--- config.mk ---
export PLATFORM = sky130hd
export DESIGN_NAME = pc_stack_ctrl
export DESIGN_NICKNAME = d
export VERILOG_FILES = /design/src/rtl/pc_stack_ctrl.sv
export SDC_FILE = /design/constraint.sdc
export NUM_CORES = 1
export LEC_CHECK = 0
export CORE_MARGIN = 3
export CORE_UTILIZATION = 50
export CTS_CLUSTER_DIAMETER = 40
export DETAILED_ROUTE_END_ITERATION = 6
export PLACE_DENSITY = 0.78
export SYNTH_ARGS = -nofsm -noshare
export SYNTH_HDL_FRONTEND = slang
export SYNTH_SLANG_ARGS = --single-unit
--- constraint.sdc ---
create_clock -name clk -period 2.3 [get_ports clk]
set_clock_uncertainty 0.05 [all_clocks]
set_input_delay 0.46 -clock clk [delete_from_list [all_inputs] [get_ports clk]]
set_output_delay 0.46 -clock clk [all_outputs]
set_load 0.01 [all_outputs]
--- src/rtl/pc_stack_ctrl.sv ---
// PIC16C5x program counter, Q-phase sequencer and hardware call stack.
// Optional overflow/underflow flags are built when PCSTK_OVF_FLAG_EN is defined.
module pc_stack_ctrl #(
  parameter int                  PC_WIDTH     = 11,
  parameter int                  STACK_DEPTH  = 2,
  parameter logic [PC_WIDTH-1:0] RESET_VECTOR = {PC_WIDTH{1'b1}}
) (
  input  logic                clk,
  input  logic                rst,
  input  logic [1:0]          pa,
  input  logic                op_goto,
  input  logic                op_call,
  input  logic                op_ret,
  input  logic                op_pclwr,
  input  logic                skip_req,
  input  logic [8:0]          target_k,
  input  logic [7:0]          pcl_data,
  output logic [1:0]          q_phase,
  output logic [PC_WIDTH-1:0] pc_out,
  output logic                fetch_en,
  output logic                flush
`ifdef PCSTK_OVF_FLAG_EN
  ,
  output logic                stk_ovf,
  output logic                stk_unf
`endif
);

  typedef enum logic [1:0] {Q1 = 2'd0, Q2 = 2'd1, Q3 = 2'd2, Q4 = 2'd3} phase_t;

  phase_t              phase, phase_next;
  logic [PC_WIDTH-1:0] stk [STACK_DEPTH];
  logic                take, do_call, do_ret, skip_ok;
  logic [10:0]         tgt_full;
  logic [PC_WIDTH-1:0] tgt;

  assign q_phase  = phase;
  assign fetch_en = (phase == Q4);

  always_comb begin
    phase_next = phase;
    case (phase)
      Q1: phase_next = Q2;
      Q2: phase_next = Q3;
      Q3: phase_next = Q4;
      Q4: phase_next = Q1;
      default: phase_next = Q1;
    endcase
  end

  // Q4 decode: requests count only for a non-flushed instruction, RETLW first.
  always_comb begin
    take     = 1'b0;
    do_call  = 1'b0;
    do_ret   = 1'b0;
    skip_ok  = 1'b0;
    tgt_full = '0;
    if (phase == Q4 && !flush) begin
      skip_ok = skip_req;
      if (op_ret) begin
        take   = 1'b1;
        do_ret = 1'b1;
      end else if (op_call) begin
        take     = 1'b1;
        do_call  = 1'b1;
        tgt_full = {pa, 1'b0, target_k[7:0]};
      end else if (op_goto) begin
        take     = 1'b1;
        tgt_full = {pa, target_k};
      end else if (op_pclwr) begin
        take     = 1'b1;
        tgt_full = {pa, 1'b0, pcl_data};
      end
    end
    tgt = do_ret ? stk[0] : tgt_full[PC_WIDTH-1:0];
  end

  // The Q4->Q1 edge commits the instruction; pc_out already holds the return address.
  always_ff @(posedge clk) begin
    if (rst) begin
      phase  <= Q3;
      pc_out <= RESET_VECTOR;
      flush  <= 1'b1;
      for (int i = 0; i < STACK_DEPTH; i++) stk[i] <= '0;
    end else begin
      phase <= phase_next;
      if (phase == Q4) begin
        pc_out <= take ? tgt : pc_out + PC_WIDTH'(1);
        flush  <= take | skip_ok;
      end
      if (do_call) begin
        stk[0] <= pc_out;
        for (int i = 1; i < STACK_DEPTH; i++) stk[i] <= stk[i-1];
      end else if (do_ret) begin
        for (int i = 0; i < STACK_DEPTH - 1; i++) stk[i] <= stk[i+1];
      end
    end
  end

`ifdef PCSTK_OVF_FLAG_EN
  localparam int             DW   = $clog2(STACK_DEPTH + 1);
  localparam logic [DW-1:0] DMAX = DW'(STACK_DEPTH);

  logic [DW-1:0] depth;

  // Depth saturates at both ends; the sticky flags record any lost or bogus entry.
  always_ff @(posedge clk) begin
    if (rst) begin
      depth   <= '0;
      stk_ovf <= 1'b0;
      stk_unf <= 1'b0;
    end else if (do_call) begin
      if (depth == DMAX) stk_ovf <= 1'b1;
      else               depth   <= depth + DW'(1);
    end else if (do_ret) begin
      if (depth == '0) stk_unf <= 1'b1;
      else             depth   <= depth - DW'(1);
    end
  end
`endif

endmodule

**Yosys cells after proc, flatten, opt, wreduce, memory -nomap -nowiden**

Memories as Yosys holds them, arrays and structs flattened.
Index checks and enable logic that the tools add are counted.

- Register bits: 14
- Latch bits: 0
- Bits in writable memories: 22
- Memory bits (read-only): 0
- Bits of input ports: 26
- Output and inout bits: 15
- Word-level logic and storage cells: 46
- Memories: 1

Memory list:

| memory | words | width | rd ports | clocked after memory_dff | wr ports | line | RTL |
|---|---|---|---|---|---|---|---|
| stk | 2 | 11 | 2 | 0 | 2 | 32 | `logic [PC_WIDTH-1:0] stk [STACK_DEPTH];` |

- Add/subtract/negate cells: 1
- Multiply operators: 0
- Divide/modulo/power cells: 0
- $lt $le $gt $ge: 0
- Equality and inequality tests: 3
- Shift-type cells: 0
- Muxes and demuxes: 31
- Bitwise operators: 4
- Reduce and logical (&&, ||, !) cells: 3

Operator list:

| operator | number |
|---|---|
| two-way mux 11 bit | 10 |
| two-way mux 1 bit | 20 |
| adder 11 x 1 -> 11 bit (second input constant) | 1 |
| case mux 2 bit (4 select lines) | 1 |
| == test 2 bit (second input constant) | 2 |
| bitwise OR 1 bit | 4 |
| == test 2 x 1 -> 1 bit (second input constant) | 1 |
| logical NOT 2 bit | 1 |
| logical AND 1 bit | 1 |
| logical NOT 1 bit | 1 |

**Depth between registers and ports, before layout**

- Word-level depth: 8
- Mapped depth: 7
- Gate-level depth less buffers: 5

**Least setup slack after synthesis**

Ideal clock, no wire load.

- Path type: register to register
- Start: register phase[1], in the netlist q_phase[1]
- End: memory stk[0][0] (enable)
- Library setup time: 0.355 ns
- Arrival time: 1.416 ns
- Required time: 1.895 ns
- Path slack: 0.479 ns
- Stages on the path, launching flop included: 6
- Buffers on the path: 1
- Period minus slack after synthesis: 1.821 ns
- Cells stage by stage: dfxtp_1 ha_1 buf_4 nor3b_2 nand2_1 nand3_1

RTL lines:

| what | line | RTL |
|---|---|---|
| start: declaration | 31 | `phase_t phase, phase_next;` |
| start signal: assignment | 86 | `phase <= phase_next;` |
| end: declaration | 32 |  |

**Worst setup path after layout**

- Start: register phase[1], in the netlist q_phase[1]
- End: output fetch_en

- Cells in the longest elaborated chain, start to end: 1

Ends and longest elaborated chain:

| what | line | RTL |
|---|---|---|
| == test 2 bit | 38 | `assign fetch_en = (phase == Q4);` |
| end: declaration | 20 | `output logic fetch_en,` |

No other way between the ends.

==> parameters.txt <==
Parameter                              Value

Clock tree
  Clk_lat worst skew ... 300 ps
  Clk slew on worst S/H paths ... 70 ps
  Buffer depth of the longest clock path ... 2
  Buffers inserted by post-CTS timing repair ... 0
  Clock tree from TritonCTS ... yes
  Sinks on Clock Net ... 36
  Root Driver ... sky130_fd_sc_hd__clkbuf_8
  Cts repair resizes ... 0
  Hold-fix buffers at CTS ... 0
  Number of levels in the clock H-tree ... 2
  Number of buffers created by CTS ... 5

Layout
  Area added between synthesis and finish ... 33.5%
  Final cell count without fillers ... just under 300
  Number of fillers in the final layout ... between 200 and 300
  Ant diodes ... 0
  Area of the multi-input gates ... ~950 sq um
  Leading cell type in the layout, fill and taps excluded ... sky130_fd_sc_hd__clkdlybuf4s50_1
  Most frequent cells in the layout ... sky130_fd_sc_hd__clkdlybuf4s50_1 (40), sky130_fd_sc_hd__edfxtp_1 (22), sky130_fd_sc_hd__nand2_1 (14), sky130_fd_sc_hd__dfxtp_1 (14)
  Final core area utilization ... 0.709
  Area used by sequential logic in the layout ... around 940 sq um
  Net total in the final layout ... between 200 and 300
  Share of layout cells above drive strength 1 ... 0.131

Logic synthesis
  Sequential cell area fraction in the yosys report ... 0.470
  Top flip-flop cell by instance count after synthesis ... sky130_fd_sc_hd__edfxtp_1
  Async SR Flop Fraction ... 0
  Number of flops mapped to enable cells by yosys ... 22
  Register bit total from synthesis ... 36
  Gate Count Post-Synth ... a little under 200
  Synthesized area per cell ... roughly 10 sq um
  Synth Warn # ... 0
  Synthesized Nets ... 228
  Synth cell types ... 54
  Synth Cell Area ... ~0.002 sq mm

Floorplanning
  Die height ... between 60 and 70 um
  Row Count ... 22
  Initial core utilization ... 0.531
  Die ar. ... 0.00480 sq mm
  Horizontal die dimension ... about 69 um
  Core area ... around 0.0038 sq mm
  Number of placed I/O pins ... slightly above 40

Place
  Cell total after placement ... about 290
  Final weighted congestion in routability-driven placement ... a little under 0.9
  HPWL after detailed placement ... roughly 3600 um
  Port buffer count ... 40

Routing
  Routed wire per std cell ... 17.4 um
  Post-detailed-route count of antenna-violating nets ... 0
  Vias per cell ... 5.88
  DRC violation total after the first TritonRoute iteration ... between 100 and 150
  Length of the first detailed-routing pass in iterations ... 4
  Post-route DRC violation count ... 0
  Vias ... between 1500 and 2000
  Final WL ... slightly above 5000 um

Timing
  Clock period minus final worst setup slack ... 2190 ps
  Pin slew with the least headroom to its limit ... 596 ps
  Fin Setup TNS ... 0 ps
  Final setup vio count ... 0
  Number of hold violations in the final report ... 0
  Fmax achieved ... around 0.46 GHz
  Slew HR ... 0.602
  Unrepaired setup endpoints after global routing ... no
  Final count of pins violating max slew ... 0
  Worst hold slack ... 495 ps
  Fin crit share ... 0.951

Worst setup path
  Crit Path Max Fanout ... 8
  Worst Setup Path Type ... reg2out
  Critical Path Source Type ... flop
  Type of element capturing the critical path ... primary output
  Register-to-Register Setup Slack ... approximately 320 ps
  Reg-to-reg startpoint ... q_phase[1]
  Number of cells traversed by the worst register-to-register path ... 6
  Worst flop-to-flop path endpoint ... pc_out[6]
  Arrival time worst endpoint ... 1680 ps
  Worst Path Required ... around 1800 ps

Pwr
  Worst ir drop on vdd ... roughly 0.00078 V
  Power density of the placed cells ... about 1000 mW/mm^2
  Static Leak ... a little over 1 nW

Run
  Max-cap violations ... 0

Worst hold path
  Kind of path behind the tightest hold check ... reg2reg
  Destination of the worst hold path ... stk[0][8]
  Count of cells along the worst hold path ... 1
  Hold path startpoint ... stk[1][8]

GRT
  Pin count of the biggest net entering global routing ... 23
  GRT Resource Usage Total ... 0.225
  First-pass GRT wire length ... 8740 um
  Antenna violations before repair ... 0
  Via count of the first global-routing pass ... between 1500 and 2000
  Overflow left after global routing ... 0

Status
  Status ... completed
==> per-stage QoR <==
stage | setup slack (ps) | power [W] | cell area (sq um)
6_report | 113 | 0.00278 | 2670
5_1_grt | 53.7 | 0.00295 | 2670
4_1_cts | 95.6 | 0.00279 | 2670
3_5_place_dp | 51.2 | 0.00200 | 2510
3_3_place_gp | 46.3 | 0.00200 | 2510
2_1_floorplan | 479 | 0.00159 | 2000
==> how the worst max path moves through the flow <==
stage                     startpoint        end  slack, ps  depth (start not counted)
after floorplan           q_phase[1]  stk[0][0]        480                          5
after global placement        op_ret  pc_out[6]         50                          5
after detailed placement      op_ret  pc_out[5]         50                          5
after CTS                 q_phase[1]   fetch_en        100                          2
after global routing      q_phase[1]   fetch_en         50                          2
final                     q_phase[1]   fetch_en        110                          2
==> flip-flops by register name, summed over array words and instances, names as in the netlist <==
| name | count |
|---|---|
| flush | 1 |
| q_phase | 2 |
| stk | 22 |
| pc_out | 11 |
==> kinds of logic (layout without fill, tap and decap cells) <==
kind of cell / after synthesis / after routing / share of synthesized area
buf+inv: 22 / 69 / 0.0568
flops: 36 / 36 / 0.470
xor+xnor: 2 / 2 / 0.00875
compound gates: 62 / 62 / 0.229
fa+ha+maj: 4 / 4 / 0.0250
simple gates: 68 / 68 / 0.190
mux: 4 / 4 / 0.0206
==> where the power goes <==
part / total, W / switching [W] / leakage (nW) / internal, W
registers: 0.000956 / 0.000155 / 0.343 / 0.000801
logic: 0.00104 / 0.000510 / 0.617 / 0.000529
clock network: 0.000784 / 0.000241 / 0.0784 / 0.000542
==> area by class of cell <==
| class | instances | area share |
|---|---|---|
| Timing Repair Buffer | 53 | 0.200 |
| Clock buffer | 5 | 0.0257 |
| Clock inverter | 3 | 0.0337 |
| Inverter | 8 | 0.0112 |
| Multi-Input combinational cell | 140 | 0.355 |
| Tap cell | 48 | 0.0225 |
| Sequential cell | 36 | 0.352 |
==> synth_stat cells, drive strengths merged, types with 3 or more instances <==
cell type  instances  area [sq um]
inv                8          30.0
and2              11          68.8
buf               11          71.3
clkbuf             3          12.5
a22o              11          96.3
nand2             14          52.6
a221oi             3          32.5
o31ai              4          35.0
ha                 4          50.1
a21oi             11          55.1
edfxtp            22           661
nor2              12          52.6
a211o              3          26.3
nor2b              7          51.3
nand3              7          35.0
nor3               6          30.0
dfxtp             14           280
o21ai             11          55.1
mux2i              3          30.0
==> routing by layer <==
metal,GRT usage,part of all wire
met5,0,0
met4,0.0933,0.024
met3,0.0420,0.054
met2,0.343,0.46
met1,0.313,0.47
==> critical path, cell delays in order (launching register included) <==
cell and delay (ps):
sky130_fd_sc_hd__dfxtp_1 370, sky130_fd_sc_hd__ha_1 390, sky130_fd_sc_hd__clkdlybuf4s50_1 620
Note: power is estimated with default switching activity, not from simulation.
